`src/rtl/cv32e40px_core_v_xif_pkg.sv`:
```
// Shared eXtension-interface sizing: register data width and coprocessor instruction id width.
package cv32e40px_core_v_xif_pkg;

  localparam int XLEN       = 32;
  localparam int X_ID_WIDTH = 4;

endpackage

```
`src/rtl/cv32e40px_x_result_fifo.sv`:
```
// Circular result store with registered pointers/count; storage itself is never reset.
module cv32e40px_x_result_fifo #(
  parameter int DEPTH = 4,
  parameter int WIDTH = 41
) (
  input  logic                   clk_i,
  input  logic                   rst_ni,
  input  logic                   push_i,
  input  logic [WIDTH-1:0]       data_i,
  input  logic                   pop_i,
  output logic [WIDTH-1:0]       data_o,
  output logic                   full_o,
  output logic                   empty_o,
  output logic [$clog2(DEPTH):0] count_o
);

  localparam int PTR_W = $clog2(DEPTH);
  localparam int CNT_W = PTR_W + 1;

  logic [WIDTH-1:0] mem_q [DEPTH];
  logic [PTR_W-1:0] wr_ptr_q;
  logic [PTR_W-1:0] rd_ptr_q;
  logic [CNT_W-1:0] count_q;
  logic             do_push;
  logic             do_pop;

  assign full_o  = (count_q == CNT_W'(DEPTH));
  assign empty_o = (count_q == '0);
  assign count_o = count_q;
  assign data_o  = mem_q[rd_ptr_q];

  assign do_push = push_i & ~full_o;
  assign do_pop  = pop_i & ~empty_o;

  // Pointers wrap naturally because DEPTH is a power of two.
  always_ff @(posedge clk_i or negedge rst_ni) begin
    if (!rst_ni) begin
      wr_ptr_q <= '0;
      rd_ptr_q <= '0;
      count_q  <= '0;
    end else begin
      if (do_push) begin
        wr_ptr_q <= wr_ptr_q + PTR_W'(1);
      end
      if (do_pop) begin
        rd_ptr_q <= rd_ptr_q + PTR_W'(1);
      end
      case ({do_push, do_pop})
        2'b10:   count_q <= count_q + CNT_W'(1);
        2'b01:   count_q <= count_q - CNT_W'(1);
        default: count_q <= count_q;
      endcase
    end
  end

  always_ff @(posedge clk_i) begin
    if (do_push) begin
      mem_q[wr_ptr_q] <= data_i;
    end
  end

endmodule

```
`src/rtl/cv32e40px_x_result_buf.sv`:
```
// Buffers coprocessor results and retires them in order into the regfile write port
// whenever the core pipeline leaves it free, clearing the matching scoreboard bit.
module cv32e40px_x_result_buf
  import cv32e40px_core_v_xif_pkg::*;
#(
  parameter int DEPTH = 4,
  parameter int XLEN  = cv32e40px_core_v_xif_pkg::XLEN
) (
  input  logic                  clk_i,
  input  logic                  rst_ni,
  input  logic                  x_result_valid_i,
  output logic                  x_result_ready_o,
  input  logic [X_ID_WIDTH-1:0] x_result_id_i,
  input  logic [XLEN-1:0]       x_result_data_i,
  input  logic [4:0]            x_result_rd_i,
  input  logic                  x_result_we_i,
  input  logic                  wb_port_busy_i,
  output logic                  rf_we_o,
  output logic [4:0]            rf_waddr_o,
  output logic [XLEN-1:0]       rf_wdata_o,
  output logic                  sb_clr_valid_o,
  output logic [4:0]            sb_clr_addr_o,
  output logic [X_ID_WIDTH-1:0] last_id_o,
  output logic                  empty_o
);

  localparam int ENTRY_W = X_ID_WIDTH + 5 + XLEN;
  localparam int CNT_W   = $clog2(DEPTH) + 1;

  logic [ENTRY_W-1:0]    push_entry;
  logic [ENTRY_W-1:0]    head_entry;
  logic [X_ID_WIDTH-1:0] head_id;
  logic [4:0]            head_rd;
  logic [XLEN-1:0]       head_data;
  logic [CNT_W-1:0]      fifo_count;
  logic                  fifo_full;
  logic                  fifo_empty;
  logic                  accept;
  logic                  enqueue;
  logic                  retire;
  logic [X_ID_WIDTH-1:0] last_id_q;

  // Ready depends on occupancy alone, so a full buffer never passes a result through.
  assign x_result_ready_o = (fifo_count != CNT_W'(DEPTH));
  assign accept           = x_result_valid_i & x_result_ready_o;
  assign enqueue          = accept & x_result_we_i & (x_result_rd_i != 5'd0) & ~fifo_full;
  assign push_entry       = {x_result_id_i, x_result_rd_i, x_result_data_i};

  assign {head_id, head_rd, head_data} = head_entry;

  cv32e40px_x_result_fifo #(
    .DEPTH (DEPTH),
    .WIDTH (ENTRY_W)
  ) i_fifo (
    .clk_i   (clk_i),
    .rst_ni  (rst_ni),
    .push_i  (enqueue),
    .data_i  (push_entry),
    .pop_i   (retire),
    .data_o  (head_entry),
    .full_o  (fifo_full),
    .empty_o (fifo_empty),
    .count_o (fifo_count)
  );

  // Head retires on the same edge it is written; the core always has port priority.
  assign retire         = ~fifo_empty & ~wb_port_busy_i;
  assign rf_we_o        = retire;
  assign rf_waddr_o     = retire ? head_rd   : 5'd0;
  assign rf_wdata_o     = retire ? head_data : '0;
  assign sb_clr_valid_o = retire;
  assign sb_clr_addr_o  = retire ? head_rd   : 5'd0;
  assign empty_o        = fifo_empty;
  assign last_id_o      = last_id_q;

  // A non-writing result is accepted after anything still queued, so it is the newer id.
  always_ff @(posedge clk_i or negedge rst_ni) begin
    if (!rst_ni) begin
      last_id_q <= '0;
    end else if (accept && !enqueue) begin
      last_id_q <= x_result_id_i;
    end else if (retire) begin
      last_id_q <= head_id;
    end
  end

endmodule

```
`config.mk`:
```
export PLATFORM = sky130hd
export DESIGN_NAME = cv32e40px_x_result_buf
export DESIGN_NICKNAME = d
export VERILOG_FILES = /design/src/rtl/cv32e40px_core_v_xif_pkg.sv /design/src/rtl/cv32e40px_x_result_fifo.sv /design/src/rtl/cv32e40px_x_result_buf.sv
export SDC_FILE = /design/constraint.sdc
export NUM_CORES = 1
export LEC_CHECK = 0
export ABC_AREA = 1
export BUFFER_PORTS_ARGS = -buffer_cell sky130_fd_sc_hd__buf_2
export CORE_UTILIZATION = 35
export CTS_CLUSTER_DIAMETER = 100
export DETAILED_ROUTE_END_ITERATION = 8
export GPL_TIMING_DRIVEN = 0
export SLEW_MARGIN = 20
export SYNTH_ARGS = -nofsm -noshare
export SYNTH_HDL_FRONTEND = slang
export SYNTH_SLANG_ARGS = --single-unit
```
`constraint.sdc`:
```
create_clock -name clk_i -period 9.3 [get_ports clk_i]
set_input_delay 0.93 -clock clk_i [delete_from_list [all_inputs] [get_ports clk_i]]
set_output_delay 0.93 -clock clk_i [all_outputs]
set_load 0.01 [all_outputs]
```
# After elaboration in Yosys (flattened, before gate mapping)
# Memories as Yosys holds them, arrays and structs flattened.
# Cells that the tools add are included.
[classes]
reduce_logical = 6
bitwise_logic = 10
n_addsub = 4
n_eq_ne = 4
muxes = 7
[ops]
columns = ["op", "count"]
rows = [
  ["2-to-1 mux 32 bit", 1],
  ["2-to-1 mux 4 bit", 2],
  ["AND 1 bit", 7],
  ["case mux 3 bit (2 select lines)", 1],
  ["2-to-1 mux 5 bit", 1],
  ["nonzero test 5 bit", 1],
  ["adder 2 x 1 -> 2 bit (second input constant)", 2],
  ["nonzero test 2 bit", 2],
  ["adder 3 x 1 -> 3 bit (second input constant)", 1],
  ["== test 3 bit (second input constant)", 1],
  ["logical NOT 3 bit", 1],
  ["inequality test 3 bit (second input constant)", 1],
  ["inverter 1 bit", 3],
  ["subtractor 3 x 1 -> 3 bit (second input constant)", 1],
  ["== test 2 x 1 -> 1 bit (second input constant)", 1],
  ["== test 2 bit (second input constant)", 1],
  ["2-to-1 mux 1 bit", 2],
  ["logical AND 1 bit", 1],
  ["logical NOT 1 bit", 1],
]
[totals]
register_bits = 11
input_bits = 46
ramBits = 164
elab_cells = 36
n_memories = 1
out_inout_bits = 50
[mem_list]
columns = ["memory", "depth", "word_bits", "read_ports", "rd_ports_with_merged_regs", "write_ports", "line_no", "text"]
rows = [
  ["i_fifo.mem_q", 4, 41, 1, 0, 1, "cv32e40px_x_result_fifo.sv:20", "logic [WIDTH-1:0] mem_q [DEPTH];"],
]

# Longest topological paths before layout
[depth]
ltp_word = 8
ltp_mapped = 11
ltp_nobuf = 10

# Cells and area by module
# Synthesis repeated with hierarchy kept, for this count alone.
[unflattened]
hier_cells = 667
hier_area_um2 = 8132.8
[by_module_without_submodules]
columns = ["module", "cells_per_inst", "instances", "seq_area_each_um2", "area_per_inst_um2"]
rows = [
  ["cv32e40px_x_result_fifo", 540, 1, 5099.9, 7479.7],
  ["cv32e40px_x_result_buf", 127, 1, 100.1, 653.1],
]

# Worst setup path before layout
# OpenSTA, ideal clock, no wires.
[synth_path]
path_type = "input port to flip-flop"
start = "input x_result_valid_i"
end = "memory i_fifo.mem_q[0][0] (enable)"
path_buffers = 0
setup_ps = 440
stages = 3
slack_ps = 5793
arrival_time_ps = 3068
required_time_ps = 8860
path_cell_list = "a21boi_4 > nand3_2 > nor2_1"
[synth_via]
elab_chain_cells = 7
[synth_rtl]
columns = ["element", "line_no", "text"]
rows = [
  ["start: declaration", "cv32e40px_x_result_buf.sv:11", "input logic x_result_valid_i,"],
  ["AND 1 bit", "cv32e40px_x_result_buf.sv:45", "assign accept = x_result_valid_i & x_result_ready_o;"],
  ["AND 1 bit (3 in a row)", "cv32e40px_x_result_buf.sv:46", "assign enqueue = accept & x_result_we_i & (x_result_rd_i != 5'd0) & ~fifo_full;"],
  ["AND 1 bit", "cv32e40px_x_result_fifo.sv:32", "assign do_push = push_i & ~full_o;"],
  ["2-to-1 mux 1 bit", "cv32e40px_x_result_fifo.sv:57", "if (do_push) begin"],
  ["2-to-1 mux 1 bit (implied by the code)", "cv32e40px_x_result_fifo.sv:58", "mem_q[wr_ptr_q] <= data_i;"],
  ["end: declaration", "cv32e40px_x_result_fifo.sv:20", ""],
]
# Every way passes these cells.

# Worst setup path in the final report
[layout_path]
start = "register i_fifo.rd_ptr_q[0]"
end = "output sb_clr_addr_o[2]"
[layout_via]
elab_chain_cells = 2
[layout_rtl]
columns = ["element", "line_no", "text"]
rows = [
  ["start: declaration", "cv32e40px_x_result_fifo.sv:22", "logic [PTR_W-1:0] rd_ptr_q;"],
  ["start signal: assignment", "cv32e40px_x_result_fifo.sv:46", "rd_ptr_q <= rd_ptr_q + PTR_W'(1);"],
  ["memory read (4 x 41 bit)", "-", ""],
  ["2-to-1 mux 5 bit", "cv32e40px_x_result_buf.sv:72", "assign sb_clr_addr_o = retire ? head_rd : 5'd0;"],
  ["end: declaration", "cv32e40px_x_result_buf.sv:22", "output logic [4:0] sb_clr_addr_o,"],
]
# Every way passes these cells.

==> reports/metrics.cfg <==
[cts]
numCtsBuffers=17
cts_tree=yes
cts_resized=0
path_clk_slew_ns=0.06
clock_latency_ns=0.42
cts_setup_buffers=0
cts.sinks=175
h-tree-depth=4
clk_path_buf_depth=2
cts_root_buf=clkbuf_16
postCtsHoldBufs=0

[synth]
ys_types=24
syn_nets=624
yosysSeqAreaShare=0.736
synth_seq_cells=175
yosys_warnings=0
synthCells=572
avgSynthCellArea_sq_um=12.4
synth_area_leaders=edfxtp_1 70%, nor2_1 8.3%, o21ai_0 5.2%
synth_top_area_share=0.697
syn-cell-area_sq_um=7070
synth_top_area_cell=edfxtp_1

[power]
swShare=0.340
seqPwrFrac=0.389
power_density_nw_per_um2=298
leakagePower_nw=3.22
ir_worst_vdd_v=0.000144
power_switching_mw=0.871
comb_power_share=0.346
intPower_mw=1.69
power.share.clock=0.265

[final_layout]
fillers=1867
nets=744
syn2layout_area_growth_pct=21.9
drive_gt1_frac=0.229
diodes=0

[timing]
skew_ns=0.00717
tns_ns=0
finalCriticalPeriod_ns=3.20
setup_viol_count_final=0
maxSlewViolCount=0
period_share=0.344
rsz0062_at_grt=false
holdWs_ns=0.392
max_freq_mhz=313
hold_viol=0
layout_setup_ws_ns=6.10
relSlewSlack=0.506
tightestPinTransition_ns=0.739

[global_route]
grt_antenna_before_repair=0
grt_usage=0.161
grt_overflow=0
grt_pass1_wl_mm=24.0
grt_pass1_vias=4293
grt_start_max_net_pins=23

[setup_path]
rr_worst_depth=5
cp-end-kind=output pin
crit_required_ns=8.37
path_max_fanout=10
path_class=flop to output pin
crit_arrival_ns=2.27
start_kind=flop

[routing]
ant_nets=0
drcViolationCount=0
vias_per_cell=4.64
drtIter0Drc=257
post_drt_wl_per_cell_um=16.5
dr.pass1.iters=4
num_vias=4494
totalWireLength_mm=16.0

[run_status]
status=complete, no violations

[placed_design]
pre_cts_ws_ns=6.27
port_buffers=95
routabilityCongestion=0.705
place.detailed.hpwl_mm=10.3

[die]
rows=51
core-area_sq_um=19700
dieArea_sq_um=20800
die-height_um=144
die_w_um=144
start_util=0.359
pin_count=96

[run]
cap_violations=0

[worst_hold_path]
hold_class=input pin to async pin

layer usage:
metal  vias up  global-route usage  wire length (um)
li1       2225                   -                 -
met1      2147               0.212              7380
met2       109               0.264              7780
met3        13              0.0414               729
met4         0              0.0448               108
met5         -                   0                 0
layout make-up:
type,instances,area [sq um],area share
clock inverter,11,124,0.0144
clock buffer,19,433,0.0503
timing repair buffer,101,626,0.0727
multi-input combinational,341,1600,0.186
buffer,37,223,0.0259
tap,265,332,0.0385
sequential,175,5200,0.604
inverter,19,71.3,0.00828
cells in the mapped netlist:
library cell	instances
nand3b_1	3
clkbuf_1	10
ha_1	5
a21oi_1	38
nand3_2	1
nor2_1	157
o21ai_1	3
o21ai_0	74
nand3_1	17
nand2_1	34
nor2_4	1
a21boi_4	1
inv_1	17
xnor2_1	1
inv_2	2
xor2_1	3
edfxtp_1	164
nand2_2	1
o21a_1	1
buf_2	10
buf_6	2
buf_4	15
dfrtp_1	11
fa_1	1
power groups by stage:
stage	registers, mW	logic [mW]	clock network (mW)
after CTS	0.997	0.913	0.693
after detailed placement	1.01	0.908	0
after floorplan	1.01	0.560	0
final	0.997	0.888	0.679
after global placement	1.02	0.868	0
after global routing	1.00	0.995	0.727
worst max-delay path, cell delays in order (launching register included):
cell and delay (ns):
dfrtp_1 0.40, inv_2 0.06, buf_4 0.16, clkbuf_1 0.45, o21ai_0 0.17, a21oi_1 0.33
buf_4 0.17, buf_2 0.11
worst paths after layout:
kind | to | slack (ns) | start
max in group asynchronous | last_id_o[0]$_DFFE_PN0P_ | 8.68 | rst_ni
hold / removal | i_fifo.count_o[2]$_DFFE_PN0P_ | 0.39 | rst_ni
setup reg to reg | i_fifo.mem_q[1][14]$_DFFE_PP_ | 6.94 | i_fifo.count_o[0]$_DFFE_PN0P_
min in group clk_i | last_id_o[1]$_DFFE_PN0P_ | 0.53 | last_id_o[1]$_DFFE_PN0P_
setup / recovery | sb_clr_addr_o[2] | 6.10 | i_fifo.rd_ptr_q[0]$_DFFE_PN0N_
hold reg to reg | last_id_o[1]$_DFFE_PN0P_ | 0.53 | last_id_o[1]$_DFFE_PN0P_
cell usage in the layout, fill, tap and decap left out, types with 11 or more instances in the layout:
master / instances
edfxtp_1: 164
nor2_1: 153
buf_2: 105
o21ai_0: 74
a21oi_1: 38
nand2_1: 34
inv_1: 17
nand3_1: 17
clkbuf_16: 17
buf_4: 15
clkbuf_1: 12
dfrtp_1: 11
cells by family (layout without fill, tap and decap cells):
kind of cell	Yosys count	count (layout)	synth area share
adders and majority gates	6	6	0.0117
xor gates and xnor gates	4	4	0.00496
and+or+nand+nor	214	214	0.121
AOI/OAI and AO/OA	117	117	0.0852
buffers and inverters	56	187	0.0416
DFF	175	175	0.736
flip-flops by register name, summed over array words and instances (netlist names):
name	flops
i_fifo.wr_ptr_q	2
i_fifo.rd_ptr_q	2
i_fifo.mem_q	164
last_id_o	4
i_fifo.count_o	3
per-stage QoR:
step / power [mW] / std cells / cell area, sq um / utilization
floorplan: 1.57 / 572 / 7070 / -
global placement: 1.89 / 932 / 7870 / 0.401
detailed placement: 1.92 / 938 / 8050 / 0.410
CTS: 2.60 / 968 / 8610 / 0.438
global route: 2.73 / 968 / 8610 / 0.438
finish: 2.56 / 968 / 8610 / 0.438
Note: power is estimated with default switching activity, not from simulation.
